### src/rtl/gpio_seq.sv
// Pattern sequencer: plays a table of 16-bit words into the GPIO port registers at a programmable step rate; the CPU always wins the GPIO bus.
// Optional sequence-done interrupt is built when GPIO_SEQ_IRQ_EN is defined; otherwise irq is tied low and CTRL bit2 is ignored.
module gpio_seq #(
  parameter int DEPTH = 16,
  parameter int AW    = 4
) (
  input  logic       clk,
  input  logic       rst,
  input  logic [2:0] AD,
  input  logic [7:0] DI,
  output logic [7:0] DO,
  input  logic       rw,
  input  logic       cs,
  input  logic       cpu_gpio_cs,
  input  logic [1:0] cpu_gpio_ad,
  input  logic [7:0] cpu_gpio_di,
  output logic [1:0] g_ad,
  output logic [7:0] g_di,
  output logic       g_rw,
  output logic       g_cs,
  output logic       irq
);

  typedef enum logic [1:0] {IDLE, WR_HI, WR_LO, WAIT} state_t;

  localparam logic [8:0] DEPTH_W = 9'(DEPTH);

  state_t          state_q;
  logic            run_q, loop_q, done_q, done_d, irqen;
  logic [15:0]     prescale_q, timer_q;
  logic [7:0]      len_q, hi_latch_q;
  logic [AW-1:0]   ptr_q, idx_q;
  logic [15:0]     pat_mem [DEPTH];
  logic [15:0]     seq_word, ptr_word;
  logic [8:0]      len_eff;
  logic            wr_en, ctrl_wr, status_wr, dlo_wr;
  logic            last, stop, seq_done;

  assign wr_en     = cs & ~rw;
  assign ctrl_wr   = wr_en && (AD == 3'd0);
  assign status_wr = wr_en && (AD == 3'd1);
  assign dlo_wr    = wr_en && (AD == 3'd7);

  assign seq_word = pat_mem[idx_q];
  assign ptr_word = pat_mem[ptr_q];

  always_comb begin
    len_eff = {1'b0, len_q};
    if (len_q == 8'd0)
      len_eff = 9'd1;
    else if ({1'b0, len_q} > DEPTH_W)
      len_eff = DEPTH_W;
  end

  assign last = (9'(idx_q) == (len_eff - 9'd1));
  // A CTRL write clearing RUN takes effect in the same cycle it is issued.
  assign stop = ~run_q | (ctrl_wr & ~DI[0]);
  assign seq_done = (state_q == WR_LO) && !cpu_gpio_cs && !stop && last && !loop_q;

  always_comb begin
    done_d = done_q;
    if (status_wr && DI[0])
      done_d = 1'b0;
    if (seq_done)
      done_d = 1'b1;
  end

  always_ff @(posedge clk) begin
    if (dlo_wr)
      pat_mem[ptr_q] <= {hi_latch_q, DI};
  end

  always_ff @(posedge clk) begin
    if (rst) begin
      state_q    <= IDLE;
      run_q      <= 1'b0;
      loop_q     <= 1'b0;
      done_q     <= 1'b0;
      prescale_q <= 16'd0;
      timer_q    <= 16'd0;
      len_q      <= 8'd0;
      hi_latch_q <= 8'd0;
      ptr_q      <= '0;
      idx_q      <= '0;
    end else begin
      if (ctrl_wr) begin
        run_q  <= DI[0];
        loop_q <= DI[1];
      end
      if (seq_done)
        run_q <= 1'b0;
      done_q <= done_d;
      if (wr_en && AD == 3'd2) prescale_q[15:8] <= DI;
      if (wr_en && AD == 3'd3) prescale_q[7:0]  <= DI;
      if (wr_en && AD == 3'd4) len_q            <= DI;
      if (wr_en && AD == 3'd6) hi_latch_q       <= DI;
      if (wr_en && AD == 3'd5)
        ptr_q <= DI[AW-1:0];
      else if (dlo_wr)
        ptr_q <= ptr_q + 1'b1;

      case (state_q)
        IDLE: begin
          if (ctrl_wr && DI[0]) begin
            idx_q   <= '0;
            state_q <= WR_HI;
          end
        end
        WR_HI: begin
          if (stop)
            state_q <= IDLE;
          else if (!cpu_gpio_cs)
            state_q <= WR_LO;
        end
        WR_LO: begin
          if (!cpu_gpio_cs) begin
            if (stop || (last && !loop_q)) begin
              state_q <= IDLE;
            end else begin
              idx_q   <= last ? '0 : idx_q + 1'b1;
              timer_q <= prescale_q;
              state_q <= WAIT;
            end
          end
        end
        WAIT: begin
          if (stop)
            state_q <= IDLE;
          else if (timer_q == 16'd0)
            state_q <= WR_HI;
          else
            timer_q <= timer_q - 16'd1;
        end
        default: state_q <= IDLE;
      endcase
    end
  end

`ifdef GPIO_SEQ_IRQ_EN
  logic irqen_q, irq_q;
  always_ff @(posedge clk) begin
    if (rst) begin
      irqen_q <= 1'b0;
      irq_q   <= 1'b0;
    end else begin
      if (ctrl_wr)
        irqen_q <= DI[2];
      irq_q <= done_d & (ctrl_wr ? DI[2] : irqen_q);
    end
  end
  assign irqen = irqen_q;
  assign irq   = irq_q;
`else
  assign irqen = 1'b0;
  assign irq   = 1'b0;
`endif

  always_comb begin
    case (AD)
      3'd0:    DO = {(state_q != IDLE), 4'b0000, irqen, loop_q, run_q};
      3'd1:    DO = {7'd0, done_q};
      3'd2:    DO = prescale_q[15:8];
      3'd3:    DO = prescale_q[7:0];
      3'd4:    DO = len_q;
      3'd5:    DO = 8'(ptr_q);
      3'd6:    DO = ptr_word[15:8];
      default: DO = ptr_word[7:0];
    endcase
  end

  // CPU first; the sequencer only drives during its write states.
  always_comb begin
    g_ad = 2'b00;
    g_di = 8'h00;
    g_rw = 1'b1;
    g_cs = 1'b0;
    if (cpu_gpio_cs) begin
      g_ad = cpu_gpio_ad;
      g_di = cpu_gpio_di;
      g_rw = rw;
      g_cs = 1'b1;
    end else if (state_q == WR_HI && !stop) begin
      g_ad = 2'b00;
      g_di = seq_word[15:8];
      g_rw = 1'b0;
      g_cs = 1'b1;
    end else if (state_q == WR_LO) begin
      g_ad = 2'b01;
      g_di = seq_word[7:0];
      g_rw = 1'b0;
      g_cs = 1'b1;
    end
  end

endmodule

### config.mk
export PLATFORM = sky130hd
export DESIGN_NAME = gpio_seq
export DESIGN_NICKNAME = d
export VERILOG_FILES = /design/src/rtl/gpio_seq.sv
export SDC_FILE = /design/constraint.sdc
export NUM_CORES = 1
export LEC_CHECK = 0
export ABC_AREA = 1
export ABC_CLOCK_PERIOD_IN_PS = 2190
export CAP_MARGIN = 25
export CELL_PAD_IN_SITES_DETAIL_PLACEMENT = 0
export CELL_PAD_IN_SITES_GLOBAL_PLACEMENT = 1
export CORE_MARGIN = 1
export CORE_UTILIZATION = 35
export CTS_CLUSTER_DIAMETER = 100
export DETAILED_ROUTE_END_ITERATION = 12
export PLACE_DENSITY = 0.66
export SYNTH_ARGS = -nofsm -noshare
export SYNTH_HDL_FRONTEND = slang
export SYNTH_SLANG_ARGS = --single-unit
### constraint.sdc
create_clock -name clk -period 2.19 [get_ports clk]
set_input_delay 0.438 -clock clk [delete_from_list [all_inputs] [get_ports clk]]
set_output_delay 0.438 -clock clk [all_outputs]
set_load 0.1 [all_outputs]
==> impl_metrics.json <==
{
  "run_status": "finished with violations",
  "violations": "setup timing",
  "syn_inst": 1823,
  "area.sequential_sq_mm": 0.00909,
  "yosys.cell_types.count": 43,
  "gate_power_share": 0.282,
  "post-route-worst-setup-slack_ns": -0.855,
  "detailroute.wirelength.met2_mm": 30.3,
  "synth_flop_cell": "sky130_fd_sc_hd__edfxtp_1",
  "num-fill-cells": 4104,
  "clockBufferDepth": 3,
  "syn_to_final_growth_pct": 40.7,
  "number_of_buffers_inserted_for_hold_repair_after_clock_tree_synthesis": 0,
  "overall_die_width_microns": 218,
  "worst_setup_path_end_kind": "output pin",
  "net_count_synth": 1856,
  "insertion_delay_ns": 0.56,
  "synth.ff_latch_count": 325,
  "pin_count_of_the_biggest_net_entering_global_routing": 56,
  "number_of_antenna_violations_at_the_first_check_in_global_routing": 2,
  "fp.coreArea_sq_mm": 0.0457,
  "dr_total_vias": 15200,
  "max-vdd-ir-drop_mv": 0.562,
  "cts-buffers-inserted": 37,
  "m1WireLength_mm": 26.8,
  "post_synth_edffs": 256,
  "highest_metal_layer_with_signal_wires": "met4",
  "detailed_place_hpwl_mm": 40.9,
  "power.density_cell_area_mw_per_mm2": 788,
  "worst-setup-path-type": "reg -> out",
  "drt_pass1_iterations": 6,
  "grtUsageTotal": 0.266,
  "nNetsFinal": 2093,
  "grt-ovfl-total": 0,
  "ys.warnings.count": 0,
  "route.detailed.wl_per_inst_microns": 23.9,
  "worstMarginPinSlew_ns": 0.848,
  "leakage_nw": 8.42,
  "share_of_synthesized_area_occupied_by_flip_flops_and_latches": 0.557,
  "p_int_w": 0.0124,
  "seqPwrFrac": 0.378,
  "finalMaxSlewViolations": 0,
  "drt_iter0_drc": 1768,
  "via_count_of_the_first_global_routing_pass": 14400,
  "area_of_the_mapped_netlist_sq_mm": 0.0163,
  "grt_first_pass_wirelength_mm": 92.7,
  "placementRows": 78,
  "clock_skew_ns": 0.0144,
  "finalWeightedCongestion": 0.897,
  "min_path_type": "in -> reg",
  "worst_ep_required_time_ns": 1.75,
  "dieArea_sq_mm": 0.0474,
  "die_height_microns": 218,
  "synthArstFlopShare": 0,
  "io_buffer_count": 45,
  "floorplan.initialDensity": 0.357,
  "number_of_remaining_drc_errors": 0,
  "setup_viol": 31,
  "clock_pin_transition_on_the_worst_setup_and_hold_timing_paths_ns": 0.06,
  "slew_headroom": 0.434,
  "crit_path_max_fanout": 12,
  "finalCriticalPeriod_ns": 3.05,
  "synth.avg_cell_area_sq_um": 8.93,
  "netSwitchingPower_w": 0.00563,
  "switching_share": 0.312,
  "r2r_start": "len_q[2]",
  "avgViaCountPerCell": 5.66,
  "final_min_period_over_clock_period": 1.39,
  "io_pins": 47,
  "share_of_cells_above_drive_strength_1": 0.282,
  "final_antenna_net_count": 0,
  "cts_htree_levels": 2,
  "clock_power_share": 0.340,
  "cts.sinks": 325,
  "worst-endpoint-arrival_ns": 2.61,
  "totalWireLength_mm": 64.3,
  "critPathLaunchType": "flip-flop",
  "final_core_utilization": 0.502,
  "rsz0062_at_grt": "true",
  "multiInputGateArea_sq_mm": 0.00727,
  "cts_tree": "built",
  "timing.hold.worst.start": "AD[0]",
  "timing.fmax_mhz": 328,
  "max-cap-violations": 0,
  "timing.final.hold_violations": 0,
  "detailroute.wirelength.met3_mm": 5.27,
  "cts_root_buf": "sky130_fd_sc_hd__clkbuf_16",
  "finalSetupTns_ns": -11.56
}
## final timing paths
check / endpoint / slack (ns) / cells past startpoint
max: DO[5] / -0.86 / 11
min: run_q / 0.45 / 7
max reg2reg: timer_q[7] / -0.04 / 15
min reg2reg: done_q / 0.49 / 2
## stage by stage
stage / setup WS, ns / hold WS (ns) / instance area [sq um] / instances / total power (W)
5_1_grt: -0.897 / 0.457 / 22900 / 2689 / 0.0186
2_1_floorplan: -0.507 / 0.440 / 16900 / 1823 / 0.00884
3_3_place_gp: -0.740 / 0.487 / 19900 / 2573 / 0.0106
6_report: -0.855 / 0.446 / 22900 / 2690 / 0.0181
3_5_place_dp: -0.753 / 0.490 / 19900 / 2573 / 0.0106
4_1_cts: -0.802 / 0.433 / 22200 / 2679 / 0.0177
## worst max-delay path: stages (launching register included)
cell	delay [ns]
sky130_fd_sc_hd__dfxtp_4	0.41
sky130_fd_sc_hd__buf_12	0.17
sky130_fd_sc_hd__inv_12	0.07
sky130_fd_sc_hd__buf_12	0.14
sky130_fd_sc_hd__a21oi_1	0.10
sky130_fd_sc_hd__o21ai_0	0.10
sky130_fd_sc_hd__nand3_1	0.09
sky130_fd_sc_hd__o211ai_1	0.18
sky130_fd_sc_hd__nand2_2	0.19
sky130_fd_sc_hd__nand2_2	0.06
sky130_fd_sc_hd__o211ai_1	0.22
sky130_fd_sc_hd__clkbuf_16	0.30
## cells in the mapped netlist, types with 4 or more instances
library cell	n	area share
sky130_fd_sc_hd__dfxtp_1	69	0.085
sky130_fd_sc_hd__o22ai_1	21	0.0081
sky130_fd_sc_hd__o311ai_0	10	0.0054
sky130_fd_sc_hd__inv_1	173	0.040
sky130_fd_sc_hd__buf_6	5	0.0035
sky130_fd_sc_hd__nand3b_1	6	0.0028
sky130_fd_sc_hd__nor2_1	171	0.039
sky130_fd_sc_hd__o211ai_1	53	0.024
sky130_fd_sc_hd__nor3_1	5	0.0015
sky130_fd_sc_hd__nand3_2	4	0.0025
sky130_fd_sc_hd__o221ai_1	8	0.0043
sky130_fd_sc_hd__nor2_2	7	0.0027
sky130_fd_sc_hd__clkbuf_1	86	0.020
sky130_fd_sc_hd__nand2_2	6	0.0023
sky130_fd_sc_hd__a31oi_1	7	0.0027
sky130_fd_sc_hd__buf_2	17	0.0052
sky130_fd_sc_hd__ha_1	7	0.0054
sky130_fd_sc_hd__buf_1	8	0.0018
sky130_fd_sc_hd__edfxtp_1	256	0.47
sky130_fd_sc_hd__a21oi_1	232	0.071
sky130_fd_sc_hd__a32oi_1	5	0.0027
sky130_fd_sc_hd__o21ai_0	351	0.11
sky130_fd_sc_hd__nand3_1	89	0.027
sky130_fd_sc_hd__xor2_1	7	0.0038
sky130_fd_sc_hd__nand4_1	5	0.0019
sky130_fd_sc_hd__nand2_1	189	0.044
## power by group through the flow
stage / clock, W / sequential [W] / combinational, W
global route: 0.00645 / 0.00683 / 0.00534
finish: 0.00614 / 0.00682 / 0.00508
detailed placement: 0 / 0.00693 / 0.00370
global placement: 0 / 0.00693 / 0.00370
floorplan: 0 / 0.00688 / 0.00197
CTS: 0.00624 / 0.00681 / 0.00460
## timing repair
action / 4_1_cts / 5_1_grt
buffers inserted: 32 / 3
pin swaps: 61 / 74
gates cloned: 12 / 9
setup endpoints to repair: 116 / 48
resized for setup: 216 / 152
## state kept, by name, indices dropped and copies added (netlist names), named ones only
signal	cells
idx_q	4
loop_q	1
timer_q	16
state_q	2
len_q	8
prescale_q	16
run_q	1
ptr_q	4
pat_mem	256
done_q	1
hi_latch_q	8
## cells in the final DEF (no fill, tap or decap), types with 48 or more instances in the layout
master,instances
sky130_fd_sc_hd__o211ai_1,53
sky130_fd_sc_hd__nand2_1,155
sky130_fd_sc_hd__o21ai_0,227
sky130_fd_sc_hd__buf_12,69
sky130_fd_sc_hd__inv_1,163
sky130_fd_sc_hd__buf_4,170
sky130_fd_sc_hd__clkbuf_16,48
sky130_fd_sc_hd__dfxtp_1,59
sky130_fd_sc_hd__o21ai_1,103
sky130_fd_sc_hd__a21oi_1,185
sky130_fd_sc_hd__nand3_1,61
sky130_fd_sc_hd__nor2_1,138
sky130_fd_sc_hd__edfxtp_1,256
## layer usage
layer  global-route usage  up-vias
met5                    0        -
met4               0.0955        0
met3               0.0407      117
met2                0.432      726
met1                0.359     7428
li1                     -     6962
## kinds of logic (layout without fill, tap and decap cells)
group,Yosys count,count (layout),synth area share
buf+inv,298,563,0.0730
other cells,1,2,0.000230
flops,325,325,0.557
compound gates,698,698,0.233
simple gates,487,488,0.128
fa+ha+maj,7,7,0.00538
xor+xnor,7,7,0.00376
## area by class of cell
class / count / share of cell area
Clock inverter: 17 / 0.00595
Inverter: 179 / 0.0318
Clock buffer: 51 / 0.0454
Antenna cell: 1 / 0.000109
Multi-Input combinational cell: 1201 / 0.317
Timing Repair inverter: 1 / 0.000491
Sequential cell: 325 / 0.397
Timing Repair Buffer: 315 / 0.170
Tap cell: 600 / 0.0328
Power figures use the tool's default switching activity.
